[src/rtl/f1_fetch_issue_pkg.sv]
// rtl/f1_fetch_issue_pkg.sv - shared core types and constants for the F1 fetch-issue stage
package f1_fetch_issue_pkg;

  typedef enum logic [2:0] {
    F1_BOOT      = 3'd0,
    F1_RUN       = 3'd1,
    F1_CACHEOP   = 3'd2,
    F1_WAIT_DONE = 3'd3,
    F1_RESTART   = 3'd4,
    F1_EXC_HALT  = 3'd5
  } f1_state_e;

  localparam logic [4:0]  F1_EXC_ADEL     = 5'd4;
  localparam logic [4:0]  F1_EXC_NONE     = 5'd0;
  localparam logic [31:0] F1_RESET_VECTOR = 32'hBFC0_0000;

  // States that present a fetch slot to F2 (before any redirect squash).
  function automatic logic f1_state_issues(input f1_state_e s);
    return (s == F1_RUN) || (s == F1_CACHEOP) || (s == F1_RESTART);
  endfunction

  function automatic logic f1_state_busy(input f1_state_e s);
    return (s == F1_CACHEOP) || (s == F1_WAIT_DONE) || (s == F1_RESTART);
  endfunction

endpackage

[src/rtl/f1_fetch_issue_dff.sv]
// rtl/f1_fetch_issue_dff.sv - D flip-flop primitive with asynchronous active-low reset
module f1_fetch_issue_dff #(
  parameter int               WIDTH       = 32,
  parameter logic [WIDTH-1:0] RESET_VALUE = '0
) (
  input  logic             clock,
  input  logic             reset,
  input  logic [WIDTH-1:0] d,
  output logic [WIDTH-1:0] q
);

  always_ff @(posedge clock or negedge reset) begin
    if (!reset) begin
      q <= RESET_VALUE;
    end else begin
      q <= d;
    end
  end

endmodule

[src/rtl/f1_fetch_issue.sv]
// rtl/f1_fetch_issue.sv - F1 fetch-slot issue FSM with I-cache maintenance sequencing
module f1_fetch_issue
  import f1_fetch_issue_pkg::*;
#(
  parameter logic [31:0] RESET_VECTOR = F1_RESET_VECTOR
) (
  input  logic        clock,
  input  logic        reset,
  input  logic        F2_Stall,
  input  logic        Redirect_Valid,
  input  logic [31:0] Redirect_PC,
  input  logic        ICacheOp_Req,
  input  logic [31:0] ICacheOp_PC,
  input  logic [31:0] XOP_ResumePC,
  input  logic        ICacheOp_Done,
  output logic        F1_Issued,
  output logic [31:0] F1_PC,
  output logic [31:0] F1_PCAdd4,
  output logic        F1_Exception,
  output logic [4:0]  F1_ExcCode,
  output logic        F1_DoICacheOp,
  output logic        F1_XOP_Restart,
  output logic        ICacheOp_Busy
);

  f1_state_e   state_q, state_d;
  logic [31:0] pc_q, pc_d;
  logic [31:0] resume_q, resume_d;
  logic [31:0] pc_add4;
  logic        redirect;
  logic        issued;
  logic        do_op;
  logic        xop_restart;
  logic        exception;
  logic        accept;

  always_comb begin
    pc_add4     = pc_q + 32'd4;
    // A cache op in flight cannot be abandoned by a redirect.
    redirect    = Redirect_Valid && (state_q != F1_WAIT_DONE);
    issued      = f1_state_issues(state_q) && !redirect;
    do_op       = issued && (state_q == F1_CACHEOP);
    xop_restart = issued && (state_q == F1_RESTART);
    exception   = issued && (pc_q[1:0] != 2'b00) && !do_op;
    accept      = issued && !F2_Stall;
  end

  always_comb begin
    state_d  = state_q;
    pc_d     = pc_q;
    resume_d = resume_q;
    if (redirect) begin
      pc_d    = Redirect_PC;
      state_d = F1_RUN;
    end else begin
      case (state_q)
        F1_BOOT: state_d = F1_RUN;
        F1_RUN: begin
          if (ICacheOp_Req) begin
            pc_d     = ICacheOp_PC;
            resume_d = XOP_ResumePC;
            state_d  = F1_CACHEOP;
          end else if (accept) begin
            pc_d    = pc_add4;
            state_d = exception ? F1_EXC_HALT : F1_RUN;
          end
        end
        F1_CACHEOP: begin
          if (accept) state_d = F1_WAIT_DONE;
        end
        F1_WAIT_DONE: begin
          if (ICacheOp_Done) begin
            pc_d    = resume_q;
            state_d = F1_RESTART;
          end
        end
        F1_RESTART: begin
          if (accept) begin
            pc_d    = pc_add4;
            state_d = exception ? F1_EXC_HALT : F1_RUN;
          end
        end
        F1_EXC_HALT: state_d = F1_EXC_HALT;
        default:     state_d = F1_BOOT;
      endcase
    end
  end

  always_ff @(posedge clock or negedge reset) begin
    if (!reset) begin
      state_q <= F1_BOOT;
    end else begin
      state_q <= state_d;
    end
  end

  f1_fetch_issue_dff #(
    .WIDTH       (32),
    .RESET_VALUE (RESET_VECTOR)
  ) u_pc_dff (
    .clock (clock),
    .reset (reset),
    .d     (pc_d),
    .q     (pc_q)
  );

  f1_fetch_issue_dff #(
    .WIDTH       (32),
    .RESET_VALUE (32'h0000_0000)
  ) u_resume_dff (
    .clock (clock),
    .reset (reset),
    .d     (resume_d),
    .q     (resume_q)
  );

  assign F1_Issued      = issued;
  assign F1_PC          = pc_q;
  assign F1_PCAdd4      = pc_add4;
  assign F1_Exception   = exception;
  assign F1_ExcCode     = exception ? F1_EXC_ADEL : F1_EXC_NONE;
  assign F1_DoICacheOp  = do_op;
  assign F1_XOP_Restart = xop_restart;
  assign ICacheOp_Busy  = f1_state_busy(state_q);

endmodule
[config.mk]
export PLATFORM = sky130hd
export DESIGN_NAME = f1_fetch_issue
export DESIGN_NICKNAME = d
export VERILOG_FILES = /design/src/rtl/f1_fetch_issue_pkg.sv /design/src/rtl/f1_fetch_issue_dff.sv /design/src/rtl/f1_fetch_issue.sv
export SDC_FILE = /design/constraint.sdc
export NUM_CORES = 1
export LEC_CHECK = 0
export BUFFER_PORTS_ARGS = -buffer_cell sky130_fd_sc_hd__buf_2
export CAP_MARGIN = 20
export CORE_MARGIN = 1.5
export CORE_UTILIZATION = 51
export DETAILED_ROUTE_END_ITERATION = 10
export PLACE_DENSITY = 0.9
export RECOVER_POWER = 50
export SLEW_MARGIN = 10
export SYNTH_ARGS = -nofsm -noshare
export SYNTH_HDL_FRONTEND = slang
export SYNTH_SLANG_ARGS = --single-unit
[constraint.sdc]
create_clock -name clock -period 2.9 [get_ports clock]
set_input_delay 0.58 -clock clock [delete_from_list [all_inputs] [get_ports clock]]
set_output_delay 0.58 -clock clock [all_outputs]
set_load 0.02 [all_outputs]
==> run summary <==
Status: finished, violations left
Violated checks: capacitance limit, slew limit
Crit path max fanout: 5
Post-synthesis sequential area ratio: 34.0%
All-layer global routing usage: 31.3%
Die Width: 102 um
DR WL/cell: 18.6 um
Post-Syn Area: 4960 um2
Drt drc: 0
Final wirelength: 16.4 mm
Layout cells sized above 1: 34.1%
Synth-to-layout area growth: 23.6%
PortBufs: 171
Clk sinks: 67
CP Cell Sequence: ha_4 > and3_4 > nand3_1 > or4_4 > nor2_2 > xor2_1 > buf_4
Setup crit start: u_pc_dff.q[3]$_DFFE_PN0P_
Synth unique cells: 60
Largest cells by area after synthesis: dfrtp_1 (29%), mux2_2 (7.0%), o21ai_0 (5.3%)
Ys async rst share: 100%
Die Y: 102 um
Post-layout util: 65.7%
RSZ-0062 raised after global routing: false
Min-delay worst type: in2reg
Crit-path slowest cell: or4_4
Row count: 35
HPWL after detailed placement: 12.1 mm
Xor/xnor share of the synthesized area: 8.12%
WP data required: 2320 ps
Adder-Cell Fraction of Synth Area: 0.252%
Synth Instances: 582
H-tree levels: 3
Top Ports: 176
YS warnings: 0
Root buf cell: clkbuf_8
Initial antenna violation count: 0
Total gr overflow: 0
Largest family of logic cells by synthesized area: simple AND/OR/NAND/NOR gates
DRC marker count from the first detailed-route iteration: 545
Worst-path clk slew: 80 ps
Critical path arrival: 2210 ps
Fmax: 358 MHz
Vias per cell: 6.21
Max-cap viol count: 1
Post-DRT Antenna Nets: 0
Slew Limit Fails: 68
Total number of vias: 5462
#FFs+latches synth: 67
Multiplexer area fraction after synthesis: 7.89%
Number of global-route vias before repair: 4947
Slew HR: -15.4%
Post-synth EDFFs: 0
First-pass DRT Iterations: 6
Largest net degree at the start of global routing: 68
Antenna cells: 0
RR Startpoint: state_q[1]$_DFFE_PN0P_
Floorplan core area: 9330 um2
Tmin final: 2790 ps
Leak: 0.00264 uW
First-pass GRT wire length: 24.9 mm
Hold Path Origin: XOP_ResumePC[26]
# nets final: 849
Top-area cell type share of the netlist area: 29.3%
Hold Buf Count CTS: 0
Worst-case clock skew: 10.3 ps
DIE AREA: 10300 um2
TritonCTS clock tree: done
Final setup fails: 0
Compound-gate portion of the synthesized area: 20.6%
Synthesized area per cell: 8.52 um2
Final worst-path cycle share: 96.3%
CP startpoint kind: flop
PD cells: 1120 nW/um2
Post-Synth Simple-Gate Area: 21.3%
Crit. End Element: output pin
Final hold vios: 0
Worst slew pin tran: 1730 ps
Worst-Skew Late Latency: 350 ps
Initial core utilization: 53.2%
CP Class: reg2out
Largest area contributor in the netlist: dfrtp_1
Pwr Total: 6890 uW
TritonCTS buffer count: 9
Worst vdd ir: 0.616 mV
Crit-path max cell delay: 490 ps
Top FF cell, synth: dfrtp_1
Clock tree buffer depth: 2
GPL Wtd Cong: 1.01
==> metal layers <==
layer	share of wire, %	up-vias	GRT usage [%]	wire [um]
li1	-	2451	-	-
met1	39	2594	40.2	6440
met2	47	367	50.8	7740
met3	10	50	6.21	1660
met4	3.5	0	14.6	571
met5	0	-	0	0
==> cell usage after synthesis (4+ instances only) <==
| library cell | number |
|---|---|
| nand2b_1 | 7 |
| or3_1 | 9 |
| xor2_1 | 20 |
| o211ai_1 | 8 |
| and4_1 | 5 |
| nand3_1 | 15 |
| buf_2 | 17 |
| nor3_1 | 13 |
| o31ai_1 | 4 |
| o21ai_0 | 53 |
| o22ai_1 | 8 |
| nand4_1 | 10 |
| and3_1 | 7 |
| buf_6 | 6 |
| inv_1 | 9 |
| nand2_1 | 66 |
| clkbuf_1 | 21 |
| a21oi_1 | 30 |
| nor4_1 | 12 |
| o221ai_1 | 12 |
| a221oi_1 | 12 |
| xnor2_1 | 26 |
| nor2_1 | 38 |
| o221a_2 | 5 |
| buf_4 | 8 |
| buf_1 | 4 |
| dfstp_2 | 9 |
| mux2_2 | 31 |
| dfrtp_1 | 58 |
| a31oi_1 | 9 |
| and2_1 | 4 |
==> metrics by stage <==
stage	hold WS (ps)	std cells	TNS, ps	setup WS (ps)	instance area (um2)
5_1_grt	441	880	0	12.3	6130
3_3_place_gp	478	856	0	190	5870
2_1_floorplan	284	585	0	85.1	4970
6_report	447	880	0	109	6130
4_1_cts	439	876	-1.99	-1.99	6130
3_5_place_dp	488	856	0	111	5870
==> report_power, final <==
| part | internal [uW] | total [uW] | leakage [uW] | switching, uW |
|---|---|---|---|---|
| combinational | 1540 | 4040 | 0.00176 | 2500 |
| clock | 443 | 836 | 0.0000986 | 393 |
| sequential | 1460 | 2010 | 0.000777 | 551 |
==> sequential cells by signal, indices dropped and copies added, names as in the netlist <==
| name | flops |
|---|---|
| u_pc_dff.q | 32 |
| u_resume_dff.q | 32 |
| state_q | 3 |
==> cells by family after synthesis <==
| family | count (synthesis) |
|---|---|
| AND/OR/NAND/NOR | 206 |
| multiplexers | 35 |
| buffers and inverters | 68 |
| XOR/XNOR | 46 |
| AO/OA/AOI/OAI | 158 |
| adder cells (fa/ha/maj) | 1 |
| other | 1 |
| flip-flops | 67 |
==> what timing repair did <==
action | CTS | global route
endpoints found under the setup margin | 5 | 7
resized for setup | 7 | 4
hold endpoints to repair | 0 | 0
pin swaps | 2 | 4
buffers inserted | 4 | 4
==> layout by cell type, fill, tap and decap left out, types with 7 or more instances in the layout <==
cell,synthesis,routed
a221oi_1,12,12
nand3_1,15,15
dfrtp_1,58,58
nor3_1,13,12
nand2b_1,7,7
and3_1,7,7
xor2_1,20,20
nor2_1,38,35
buf_2,17,142
clkbuf_1,21,30
a21oi_1,30,30
inv_1,9,9
o22ai_1,8,8
clkbuf_8,3,11
or3_1,9,9
xnor2_1,26,26
buf_4,8,37
a31oi_1,9,9
mux2_2,31,31
o221ai_1,12,12
o211ai_1,8,8
nand2_1,66,66
nor4_1,12,11
nand4_1,10,10
o21ai_0,53,53
==> worst paths after layout <==
check | end | slack, ps | depth (start not counted)
setup / recovery | F1_PCAdd4[24] | 110 | 7
min in group asynchronous | u_resume_dff.q[1]$_DFFE_PN0P_ | 770 | 2
hold reg to reg | u_resume_dff.q[25]$_DFFE_PN0P_ | 510 | 1
max in group asynchronous | u_pc_dff.q[21]$_DFFE_PN0P_ | 1100 | 2
hold / removal | u_resume_dff.q[26]$_DFFE_PN0P_ | 450 | 2
setup reg to reg | u_pc_dff.q[0]$_DFFE_PN0P_ | 340 | 7
==> area by class of cell <==
type	instances	area [um2]
clock inverters	4	50.0
inverters	9	33.8
flip-flops and latches	67	1690
multi-input cells	450	2940
repair buffers	209	1100
fillers	784	3200
clock buffers	12	155
well taps	129	161
==> worst max-delay path, delay by kind of cell, from the launching register on <==
| kind | cells | cell delay (ps) |
|---|---|---|
| adders and majority gates | 1 | 170 |
| DFF | 1 | 400 |
| buffers and inverters | 1 | 150 |
| and+or+nand+nor | 4 | 990 |
| xor gates and xnor gates | 1 | 150 |
No activity file was read; power rests on OpenSTA's default activity.
